`src/rtl/fft_adc_loader.sv`:
```
// -----------------------------------------------------------------------------
// fft_adc_loader
//
// Streams one frame of ADC samples into the FFT's banked input RAM, then
// launches the transform and waits for it to complete.
//
// Build option:
//   FFT_LOAD_OFFSET_EN  when defined, adds iOFFSET and writes the sample taken
//                       as unsigned minus iOFFSET, saturated to D_BIT-1 bits
//                       signed. When undefined, samples pass through unchanged.
//
// Parameters:
//   N       frame length (power of 2, multiple of BANKS)
//   BANKS   RAM bank count (power of 2)
//   D_BIT   FFT datapath width; samples and write data are D_BIT-1 bits
//   A_BIT   per-bank address width, log2(N/BANKS)
//   ORDER   0 = bank-major fill, 1 = interleaved fill
//   SETTLE  idle cycles between the last RAM write and oFFT_START (0..15)
//
// Ports:
//   iCLK        clock, rising edge
//   iRESET      synchronous active-low reset
//   iARM        request capture of one frame (sampled only in IDLE)
//   iADC_DATA   ADC sample (signed)
//   iADC_VALID  sample valid
//   oADC_READY  high exactly while loading
//   iOFFSET     unsigned DC offset (FFT_LOAD_OFFSET_EN only)
//   oDATA       write data shared by all banks
//   oADDR_WR    packed per-bank write addresses, bank b at [b*A_BIT +: A_BIT]
//   oWE         per-bank write enable, one-hot or zero
//   oFFT_START  one-cycle launch pulse
//   iFFT_RDY    FFT complete (level)
//   oBUSY       high whenever not idle
//   oDONE       one-cycle pulse when the frame's FFT completes
//   oOVERRUN    sticky: a sample arrived while the loader could not take it
// -----------------------------------------------------------------------------
module fft_adc_loader #(
  parameter int N      = 4096,
  parameter int BANKS  = 4,
  parameter int D_BIT  = 16,
  parameter int A_BIT  = $clog2(N / BANKS),
  parameter int ORDER  = 0,
  parameter int SETTLE = 2
) (
  input  logic                   iCLK,
  input  logic                   iRESET,
  input  logic                   iARM,
  input  logic [D_BIT-2:0]       iADC_DATA,
  input  logic                   iADC_VALID,
  output logic                   oADC_READY,
`ifdef FFT_LOAD_OFFSET_EN
  input  logic [D_BIT-2:0]       iOFFSET,
`endif
  output logic [D_BIT-2:0]       oDATA,
  output logic [BANKS*A_BIT-1:0] oADDR_WR,
  output logic [BANKS-1:0]       oWE,
  output logic                   oFFT_START,
  input  logic                   iFFT_RDY,
  output logic                   oBUSY,
  output logic                   oDONE,
  output logic                   oOVERRUN
);

  localparam int KW    = $clog2(N);
  localparam int BW    = (BANKS > 1) ? $clog2(BANKS) : 1;
  localparam int DEPTH = N / BANKS;

  typedef enum logic [2:0] {
    S_IDLE,
    S_LOAD,
    S_SETTLE,
    S_START,
    S_WAIT,
    S_DONE
  } state_t;

  state_t          state;
  logic [KW-1:0]   k;           // index of the next sample within the frame
  logic [3:0]      settle_cnt;
  logic            wait_first;  // first WAIT cycle: RDY may still be stale

  logic [BW-1:0]    wr_bank;
  logic [A_BIT-1:0] wr_addr;
  logic [D_BIT-2:0] wr_data;

  // Bank/address of sample k. Both divisors are powers of two, so this
  // reduces to bit selects of k.
  // NOTE: every combinational output gets a value on every path (defaults or
  // complete if/else); a path that leaves one unassigned infers a latch.
  always_comb begin
    if (ORDER == 0) begin
      wr_bank = BW'(int'(k) / DEPTH);
      wr_addr = A_BIT'(int'(k) % DEPTH);
    end else begin
      wr_bank = BW'(int'(k) % BANKS);
      wr_addr = A_BIT'(int'(k) / BANKS);
    end
  end

`ifdef FFT_LOAD_OFFSET_EN
  // Offset removal, one bit wider than the sample so the difference of two
  // unsigned D_BIT-1 values cannot overflow; then clamp back to D_BIT-1
  // signed.
  localparam logic signed [D_BIT-1:0] SAT_HI = D_BIT'((1 << (D_BIT - 2)) - 1);
  localparam logic signed [D_BIT-1:0] SAT_LO = D_BIT'(-(1 << (D_BIT - 2)));

  logic signed [D_BIT-1:0] diff;

  always_comb begin
    diff = signed'({1'b0, iADC_DATA}) - signed'({1'b0, iOFFSET});
    if (diff > SAT_HI) begin
      wr_data = SAT_HI[D_BIT-2:0];
    end else if (diff < SAT_LO) begin
      wr_data = SAT_LO[D_BIT-2:0];
    end else begin
      wr_data = diff[D_BIT-2:0];
    end
  end
`else
  always_comb begin
    wr_data = iADC_DATA;
  end
`endif

  // Single-process FSM; every output is a register updated alongside state.
  // NOTE: sequential state uses non-blocking assignments only, so every
  // register samples pre-edge values regardless of statement order.
  always_ff @(posedge iCLK) begin
    // NOTE: reset clears every register, including the write-port outputs,
    // so an abandoned frame leaves nothing asserted toward the RAM.
    if (!iRESET) begin
      state      <= S_IDLE;
      k          <= '0;
      settle_cnt <= '0;
      wait_first <= 1'b0;
      oADC_READY <= 1'b0;
      oDATA      <= '0;
      oADDR_WR   <= '0;
      oWE        <= '0;
      oFFT_START <= 1'b0;
      oBUSY      <= 1'b0;
      oDONE      <= 1'b0;
      oOVERRUN   <= 1'b0;
    end else begin
      // Write port and pulses are idle unless a state below drives them.
      oWE        <= '0;
      oADDR_WR   <= '0;
      oDATA      <= '0;
      oFFT_START <= 1'b0;
      oDONE      <= 1'b0;

      case (state)
        S_IDLE: begin
          if (iARM) begin
            state      <= S_LOAD;
            k          <= '0;
            settle_cnt <= '0;
            oOVERRUN   <= 1'b0;
            oADC_READY <= 1'b1;
            oBUSY      <= 1'b1;
          end
        end

        S_LOAD: begin
          // oADC_READY is high throughout LOAD, so VALID alone is the accept.
          if (iADC_VALID) begin
            oWE                                <= BANKS'(1) << wr_bank;
            oADDR_WR[wr_bank*A_BIT +: A_BIT]   <= wr_addr;
            oDATA                              <= wr_data;
            k                                  <= k + 1'b1;
            if (k == KW'(N - 1)) begin
              k          <= '0;
              settle_cnt <= '0;
              oADC_READY <= 1'b0;
              state      <= (SETTLE == 0) ? S_START : S_SETTLE;
            end
          end
        end

        S_SETTLE: begin
          if (settle_cnt == 4'(SETTLE - 1)) begin
            state <= S_START;
          end else begin
            settle_cnt <= settle_cnt + 1'b1;
          end
        end

        S_START: begin
          oFFT_START <= 1'b1;
          wait_first <= 1'b1;
          state      <= S_WAIT;
        end

        S_WAIT: begin
          wait_first <= 1'b0;
          if (!wait_first && iFFT_RDY) begin
            oDONE <= 1'b1;
            state <= S_DONE;
          end
        end

        S_DONE: begin
          oBUSY <= 1'b0;
          state <= S_IDLE;
        end

        default: begin
          oBUSY      <= 1'b0;
          oADC_READY <= 1'b0;
          state      <= S_IDLE;
        end
      endcase

      // A sample offered while the frame is sealed is lost; flag it until the
      // next capture is armed.
      if (iADC_VALID && (state inside {S_SETTLE, S_START, S_WAIT})) begin
        oOVERRUN <= 1'b1;
      end
    end
  end

endmodule
```
`config.mk`:
```
export PLATFORM = sky130hd
export DESIGN_NAME = fft_adc_loader
export DESIGN_NICKNAME = d
export VERILOG_FILES = /design/src/rtl/fft_adc_loader.sv
export SDC_FILE = /design/constraint.sdc
export NUM_CORES = 1
export LEC_CHECK = 0
export ABC_CLOCK_PERIOD_IN_PS = 3600
export CORE_ASPECT_RATIO = 1.4
export CORE_UTILIZATION = 38
export CTS_CLUSTER_DIAMETER = 30
export DETAILED_ROUTE_END_ITERATION = 7
export SYNTH_ARGS = -nofsm -noshare
export SYNTH_HDL_FRONTEND = slang
export SYNTH_SLANG_ARGS = --single-unit
export TNS_END_PERCENT = 50
```
`constraint.sdc`:
```
create_clock -name iCLK -period 3.6 [get_ports iCLK]
set_clock_uncertainty 0.15 [all_clocks]
set_input_delay 1.08 -clock iCLK [delete_from_list [all_inputs] [get_ports iCLK]]
set_output_delay 1.08 -clock iCLK [all_outputs]
set_load 0.02 [all_outputs]
```
==> impl_metrics.ini, run 1 <==
[run_status]
status = finished clean

[routing]
totalWireLength_um = 9572
drcViolationCount = 0
drtPass1Iterations = 4
vias = 3439
drt_iter0_drc = 135
post_drt_via_cell_ratio = 5.407
wire_per_inst_um = 15.05
antenna_left = 0

[yosys]
yosysTopAreaCell = dfxtp_1
ys.warnings.count = 0
ys_seq_elements = 84
synth_area_per_cell_um2 = 8.847
synthArstFlopShare = 0
ys_top_cells_by_count = 84 x dfxtp_1, 40 x nor2_1, 32 x a21oi_1, 31 x nand2_1, 20 x and3_1
yosys-top-cells-area = dfxtp_1 45%, a21oi_1 4.3%, nor2_1 4.0%
syn_area_um2 = 3742
yosysMostFrequentCell = dfxtp_1
yosysSeqAreaShare = 0.4493
synth_flop_cell = dfxtp_1
mappedNetlistNets = 454
synth_edf_count = 0
synth_top_cell_area_share = 0.4493
synthDistinctLibCells = 52
synth_cells = 423

[clock_tree]
cts_made_buffers = 9
cts_root_buf = clkbuf_16
cts_tree = yes
cts.sinks = 84
cts.repair.resized = 0
ctsHoldBuffers = 0
clk_path_buf_depth = 2
post_cts_buffers = 0
clk_pin_slew_ns = 0.06
h-tree-depth = 3
clk-insertion-delay-late_ns = 0.34

[timing]
worstMarginPinSlew_ns = 0.8267
hold_violations = 0
period_needed_ns = 2.744
fin_tns_setup_ns = 0
grt_setup_unrepaired = no
slew_headroom = 0.4488
setup_violations = 0
max_freq_mhz = 364.5
slew_violations = 0
period_share = 0.7621
setup_ws_ns = 0.8563

[run]
drv_cap = 0

[power_and_ir_drop]
p_clk_frac = 0.485
p_leak_nw = 1.757
switching_share = 0.2148
p_comb_frac = 0.048
pwr-share-seq = 0.467
p_int_mw = 1.601
ir_drop_v = 0.0003679
powerDensity_nw_per_um2 = 406.9
power.switching_uw = 437.8

[worst_setup_path]
reg2reg_from = k[11]
startpoint = k[11]
arrival_ns = 2.85
required_ns = 3.70
r2r_slack_ns = 0.86
critPathSlowestCell = ha_1
max_stage_delay_ns = 0.77
reg2regPathDepth = 5
endpoint = oADDR_WR[18]
path_cells = ha_1, inv_1, nor3_1, nand3_1, a21oi_1
crit_buf_inv = 1
crit_cells = 5
startpoint_type = register
critical_path.top_delay_family = adder cells
critPathMaxFanout = 23
timing.rr.end = oADDR_WR[18]
criticalPathCategory = reg2reg
endpoint_kind = register

[floorplanning]
die_x_um = 85.87
start_util = 0.3934
fp.dieH_um = 119.4
dieArea_um2 = 10250
core_region_area_um2 = 9512
ios = 84
rows = 42

[global_route]
antenna_found_initial = 0
grt_pass1_wl_um = 15680
grt_usage = 0.1966
grt_overflow = 0
grt_max_degree = 33
grt_pass1_vias = 3300

[cells_and_area]
nets = 530
final_util = 0.5267
drive_above_1_share = 0.07143
diodes = 0
fill_cells = 931
area_growth_syn_to_layout_pct = 33.87

[place]
dp_slack_ns = 0.6631
place_congestion = 0.9418
dp_hpwl_um = 6934
port_buffers = 83

[hold_path]
hp-class = reg2reg
[cells by family after synthesis]
family          count (synthesis)  share of synthesized area
flops                          84                     0.4493
compound gates                 89                     0.1525
simple gates                  181                     0.2651
mux                            14                    0.04012
fa+ha+maj                      11                    0.03678
buf+inv                        38                    0.04213
xor+xnor                        6                    0.01404
[placed cells by master (no fill, tap or decap), types with 11 or more instances in the layout]
cell	count
nand2_1	31
a21oi_1	32
nor3_1	11
dfxtp_1	84
nor2_1	40
nand4_1	13
ha_1	11
clkdlybuf4s50_1	83
o21ai_0	17
nand3_1	12
inv_1	12
and3_1	20
[cell type report]
type | count | area (µm²) | share of cell area
clock buffer | 9 | 225.2 | 0.04496
clock inverter | 7 | 98.84 | 0.01973
inverter | 12 | 45.04 | 0.008991
multi-input combinational | 301 | 1903 | 0.3799
sequential | 84 | 1682 | 0.3357
tap | 132 | 165.2 | 0.03297
timing repair buffer | 91 | 890.9 | 0.1778
[how the worst min path moves through the flow]
| stage | cells past startpoint | end | from | slack (ns) |
|---|---|---|---|---|
| floorplan | 1 | oDONE | wait_first | 0.28 |
| global placement | 1 | settle_cnt[3] | settle_cnt[3] | 0.32 |
| detailed placement | 1 | settle_cnt[3] | settle_cnt[3] | 0.33 |
| CTS | 1 | settle_cnt[3] | settle_cnt[3] | 0.34 |
| global route | 1 | oDONE | wait_first | 0.37 |
| finish | 1 | settle_cnt[3] | settle_cnt[3] | 0.34 |
[layer usage]
metal	global-route usage	wire (µm)	vias to the layer above
met5	0	0	-
met4	0.1031	326	0
met3	0.04019	410	24
met2	0.3537	4970	115
met1	0.2119	3864	1630
li1	-	-	1670
[stage by stage]
| stage | total power, mW | cell area (µm²) | std cells | hold WS, ns |
|---|---|---|---|---|
| 2_1_floorplan | 1.019 | 3742 | 423 | 0.2805 |
| 3_3_place_gp | 1.069 | 4686 | 620 | 0.3242 |
| 3_5_place_dp | 1.069 | 4686 | 620 | 0.3300 |
| 4_1_cts | 2.059 | 5010 | 636 | 0.3430 |
| 5_1_grt | 2.106 | 5010 | 636 | 0.3729 |
| 6_report | 2.038 | 5010 | 636 | 0.3410 |
[power groups by stage]
stage / combinational, mW / clock (mW) / sequential [mW]
floorplan: 0.0449 / 0 / 0.975
global placement: 0.0972 / 0 / 0.971
detailed placement: 0.0976 / 0 / 0.972
CTS: 0.0984 / 1.01 / 0.951
global route: 0.107 / 1.05 / 0.952
finish: 0.0980 / 0.989 / 0.951
[sequential cells by signal, indices dropped and copies added, names as in the netlist]
| name | flops |
|---|---|
| k | 12 |
| oBUSY | 1 |
| oADC_READY | 1 |
| oDONE | 1 |
| oADDR_WR | 40 |
| settle_cnt | 4 |
| oDATA | 15 |
| oOVERRUN | 1 |
| oWE | 4 |
| wait_first | 1 |
| state | 3 |
| oFFT_START | 1 |
Power figures use the tool's default switching activity.
==> run 2, diff against run 1 <==
--- a/config.mk
+++ b/config.mk
@@ -5,7 +5,7 @@
 export SDC_FILE = /design/constraint.sdc
 export NUM_CORES = 1
 export LEC_CHECK = 0
-export ABC_CLOCK_PERIOD_IN_PS = 3600
+export ABC_CLOCK_PERIOD_IN_PS = 2600
 export CORE_ASPECT_RATIO = 1.4
 export CORE_UTILIZATION = 38
 export CTS_CLUSTER_DIAMETER = 30
==> constraint.sdc (replaced) <==
create_clock -name iCLK -period 2.6 [get_ports iCLK]
set_clock_uncertainty 0.15 [all_clocks]
set_input_delay 0.78 -clock iCLK [delete_from_list [all_inputs] [get_ports iCLK]]
set_output_delay 0.78 -clock iCLK [all_outputs]
set_load 0.02 [all_outputs]
==> run 2 against run 1 <==
Effect of this change: sequential power rose by 39%; clock-buffer cell count rose by 2; via count fell by 0.32%; total power rose by 37%; critical path depth rose by 2; largest cell class unchanged.
==> impl_metrics.ini, run 2 (same netlist as run 1, synthesis figures left out) <==
[floorplanning]
start_util = 0.3934
dieArea_um2 = 10250
rows = 42
core_region_area_um2 = 9512
fp.dieH_um = 119.4
die_x_um = 85.87
ios = 84

[clock_tree]
cts.repair.resized = 0
post_cts_buffers = 0
cts.sinks = 84
cts_made_buffers = 9
clk_path_buf_depth = 2
clk-insertion-delay-late_ns = 0.34
cts_tree = yes
ctsHoldBuffers = 0
cts_root_buf = clkbuf_16
h-tree-depth = 3
clk_pin_slew_ns = 0.06

[timing]
hold_slack_ns = 0.3489
slew_headroom = 0.6039
slew_violations = 0
fin_tns_setup_ns = 0
setup_ws_ns = 0.3420
hold_violations = 0
max_freq_mhz = 442.9
period_needed_ns = 2.258
grt_setup_unrepaired = no
period_share = 0.8685
setup_violations = 0
worstMarginPinSlew_ns = 0.5776

[power_and_ir_drop]
power_mw = 2.800
powerDensity_nw_per_um2 = 546.5
ir_drop_v = 0.0003559
p_leak_nw = 1.829

[worst_setup_path]
path_cells = inv_1, ha_1, inv_1, nor3_1, buf_4, nand3_1, a21oi_1
criticalPathCategory = reg2reg
arrival_ns = 2.36
max_stage_delay_ns = 0.67
crit_buf_inv = 3
critPathSlowestCell = ha_1
startpoint_type = register
path_common_cell = inv_1
critPathMaxFanout = 19
required_ns = 2.70
endpoint_kind = register
critical_path.top_delay_family = adder cells

[routing]
vias = 3428
antenna_left = 0
drt_iter0_drc = 119
totalWireLength_um = 9743
wire_per_inst_um = 14.97
drcViolationCount = 0
drtPass1Iterations = 4
post_drt_via_cell_ratio = 5.266

[hold_path]
hp-class = reg2reg

[place]
dp_slack_ns = 0.04470
dp_hpwl_um = 7123
place_area_um2 = 4806
port_buffers = 83
dp_cells = 636
place_congestion = 0.9545

[global_route]
grt_pass1_vias = 3326
grt_usage = 0.1995
grt_max_degree = 33
antenna_found_initial = 0
grt_overflow = 0
grt_pass1_wl_um = 15860

[cells_and_area]
area_growth_syn_to_layout_pct = 36.88
final_util = 0.5385
most-common-layout-cells = 84 x dfxtp_1, 83 x clkdlybuf4s50_1, 40 x nor2_1
mostFrequentLayoutCell = dfxtp_1
final_cells = 651
drive_above_1_share = 0.09634
reg_top3 = oADDR_WR (40), oDATA (15), k (12)
nets = 546
final_design_area_no_fill_um2 = 5122
largest_register = oADDR_WR
largest_reg_flops = 40
diodes = 0

[run_status]
status = finished clean

[run]
drv_cap = 0
run 2: cell count changes in the layout (fill, tap and decap cells not counted):
cell      before  now
inv_6          1    0
clkinv_2       2    1
buf_4          8   24
clkbuf_8       0    1
inv_8          1    0
clkbuf_1       0    1
run 2: routing by layer:
layer,track usage,part of all wire
met4,0.09896,0.024
met5,0,0
met1,0.2217,0.41
met3,0.05059,0.044
met2,0.3472,0.52
run 2: worst paths after layout:
| check | startpoint | to | slack [ns] | depth (start not counted) |
|---|---|---|---|---|
| setup / recovery | k[10] | oADDR_WR[18] | 0.34 | 7 |
| setup reg to reg | k[10] | oADDR_WR[18] | 0.34 | 7 |
| hold / removal | oBUSY | oBUSY | 0.35 | 2 |
| hold reg to reg | oBUSY | oBUSY | 0.35 | 2 |
run 2: worst min-delay path: cells and delay by family (launching register included):
kind,cells,cell delay [ns]
flip-flops,1,0.33
AND/OR/NAND/NOR,1,0.07
AO/OA/AOI/OAI,1,0.06
run 2: where the power goes:
| part | switching, mW | internal (mW) | total, mW |
|---|---|---|---|
| logic | 0.0675 | 0.0700 | 0.138 |
| clock network | 0.483 | 0.861 | 1.34 |
| registers | 0.0167 | 1.30 | 1.32 |
| total | 0.567 | 2.23 | 2.80 |
run 2: layout make-up:
class | instances | area, µm²
Fill cell | 918 | 4389
Multi-Input combinational cell | 301 | 1903
Sequential cell | 84 | 1682
Timing Repair Buffer | 107 | 1011
Clock buffer | 11 | 242.7
Tap cell | 132 | 165.2
Clock inverter | 4 | 73.82
Inverter | 12 | 45.04
==> run 3, diff against run 2 <==
--- a/config.mk
+++ b/config.mk
@@ -6,7 +6,8 @@
 export NUM_CORES = 1
 export LEC_CHECK = 0
 export ABC_CLOCK_PERIOD_IN_PS = 2600
-export CORE_ASPECT_RATIO = 1.4
+export CORE_ASPECT_RATIO = 1.2
+export CORE_MARGIN = 1
 export CORE_UTILIZATION = 38
 export CTS_CLUSTER_DIAMETER = 30
 export DETAILED_ROUTE_END_ITERATION = 7
==> constraint.sdc (replaced) <==
create_clock -name iCLK -period 2.6 [get_ports iCLK]
set_clock_uncertainty 0.15 [all_clocks]
set_input_delay 0.52 -clock iCLK [delete_from_list [all_inputs] [get_ports iCLK]]
set_output_delay 0.52 -clock iCLK [all_outputs]
set_load 0.02 [all_outputs]
==> run 3 against run 2 <==
Effect of this change: via count decreased by 1.2%; sequential power about the same; non-clock buffer count shrank 4; critical path depth is 1 lower; die area is essentially flat; clock-buffer cell count fell by 2; combinational power barely moved; cell count fell by 1.8%; total power rose by 0.86%; global-route usage decreased by 0.074 points; highest routed layer unchanged.
==> impl_metrics.ini, run 3 (same netlist as run 1, synthesis figures left out) <==
[routing]
wire_per_inst_um = 15.28
post_drt_via_cell_ratio = 5.302
antenna_left = 0
totalWireLength_um = 9764
vias = 3388
drt_iter0_drc = 172
drtPass1Iterations = 4
drcViolationCount = 0

[power_and_ir_drop]
ir_drop_v = 0.0002898
p_leak_nw = 1.814
power_mw = 2.824
powerDensity_nw_per_um2 = 554.9

[global_route]
grt_usage = 0.1988
grt_max_degree = 33
grt_pass1_vias = 3172
grt_pass1_wl_um = 15920
grt_overflow = 0
antenna_found_initial = 0

[worst_setup_path]
critPathMaxFanout = 14
criticalPathCategory = reg2reg
r2r_slack_ns = 0.39
reg2reg_from = k[10]
endpoint_kind = register
timing.rr.end = oADDR_WR[38]
startpoint_type = register
required_ns = 2.69
endpoint = oADDR_WR[38]
arrival_ns = 2.30
startpoint = k[10]
reg2regPathDepth = 6

[timing]
grt_setup_unrepaired = no
max_freq_mhz = 452.4
slew_violations = 0
slew_headroom = 0.5678
period_share = 0.8501
setup_violations = 0
fin_tns_setup_ns = 0
hold_violations = 0
worstMarginPinSlew_ns = 0.6474
period_needed_ns = 2.210

[clock_tree]
ctsHoldBuffers = 0
cts_root_buf = clkbuf_16
cts_made_buffers = 9
clk_pin_slew_ns = 0.06
post_cts_buffers = 0
clk-insertion-delay-late_ns = 0.34
clk_path_buf_depth = 2
h-tree-depth = 3
cts.repair.resized = 0
cts.sinks = 84
cts_tree = yes

[cells_and_area]
most-common-layout-cells = 84 x dfxtp_1, 83 x clkdlybuf4s50_1, 40 x nor2_1
drive_above_1_share = 0.09302
area_growth_syn_to_layout_pct = 35.97
mostFrequentLayoutCell = dfxtp_1
fill_cells = 879
reg_top3 = oADDR_WR (40), oDATA (15), k (12)
diodes = 0
largest_reg_flops = 40
largest_register = oADDR_WR
nets = 542

[run]
drv_cap = 0

[floorplanning]
die_x_um = 92.59
core_region_area_um2 = 9564
start_util = 0.3913
rows = 39
dieArea_um2 = 10250
ios = 84
fp.dieH_um = 110.7

[place]
place_congestion = 0.8868
port_buffers = 83
dp_hpwl_um = 7307

[run_status]
status = finished clean

[hold_path]
hp-class = reg2reg
## run 3: cell types whose count changed in the layout (fill, tap and decap cells not counted), sizes merged
cell	delta
buf	-4
clkbuf	-2
clkinvlp	+1
inv	+2
## run 3: critical path: stages (launching register included)
cell	delay, ns
dfxtp_1	0.32
inv_1	0.13
ha_1	0.64
nand2b_1	0.29
o22ai_1	0.23
nand4_1	0.12
a21oi_1	0.23
## run 3: layout make-up
class	instances	area [µm²]	share of cell area
Clock buffer	9	225.2	0.04426
Clock inverter	7	98.84	0.01942
Inverter	12	45.04	0.008852
Multi-Input combinational cell	301	1903	0.3740
Sequential cell	84	1682	0.3305
Tap cell	123	153.9	0.03024
Timing Repair Buffer	103	980.9	0.1928
## run 3: power by group
part / internal, mW / total [mW] / switching [mW]
combinational: 0.0691 / 0.137 / 0.0682
sequential: 1.30 / 1.32 / 0.0164
clock: 0.847 / 1.37 / 0.523
## run 3: worst min-delay path by stage
| stage | start | endpoint | slack, ns | cells after the start |
|---|---|---|---|---|
| 6_report | wait_first | oDONE | 0.35 | 1 |
| 5_1_grt | wait_first | oDONE | 0.38 | 1 |
| 4_1_cts | settle_cnt[3] | settle_cnt[3] | 0.35 | 1 |
| 3_5_place_dp | settle_cnt[3] | settle_cnt[3] | 0.34 | 1 |
| 3_3_place_gp | settle_cnt[3] | settle_cnt[3] | 0.32 | 1 |
| 2_1_floorplan | wait_first | oDONE | 0.28 | 1 |
## run 3: per-layer routing
layer / wire [µm] / GRT usage / vias up
met4: 257 / 0.08542 / 0
met3: 420 / 0.04664 / 17
met2: 4925 / 0.3343 / 101
met1: 4161 / 0.2395 / 1578
li1: - / - / 1692
met5: 0 / 0 / -
## run 3: metrics by stage
step / utilization / instances / hold slack (ns) / setup WS, ns / instance area [µm²]
after detailed placement: 0.4982 / 623 / 0.3380 / 0.2094 / 4765
final: 0.5321 / 639 / 0.3481 / 0.3896 / 5089
after global placement: 0.4982 / 623 / 0.3228 / 0.2980 / 4765
after floorplan: - / 423 / 0.2805 / 0.3690 / 3742
after global routing: 0.5321 / 639 / 0.3763 / 0.2119 / 5089
after CTS: 0.5321 / 639 / 0.3527 / 0.3799 / 5089
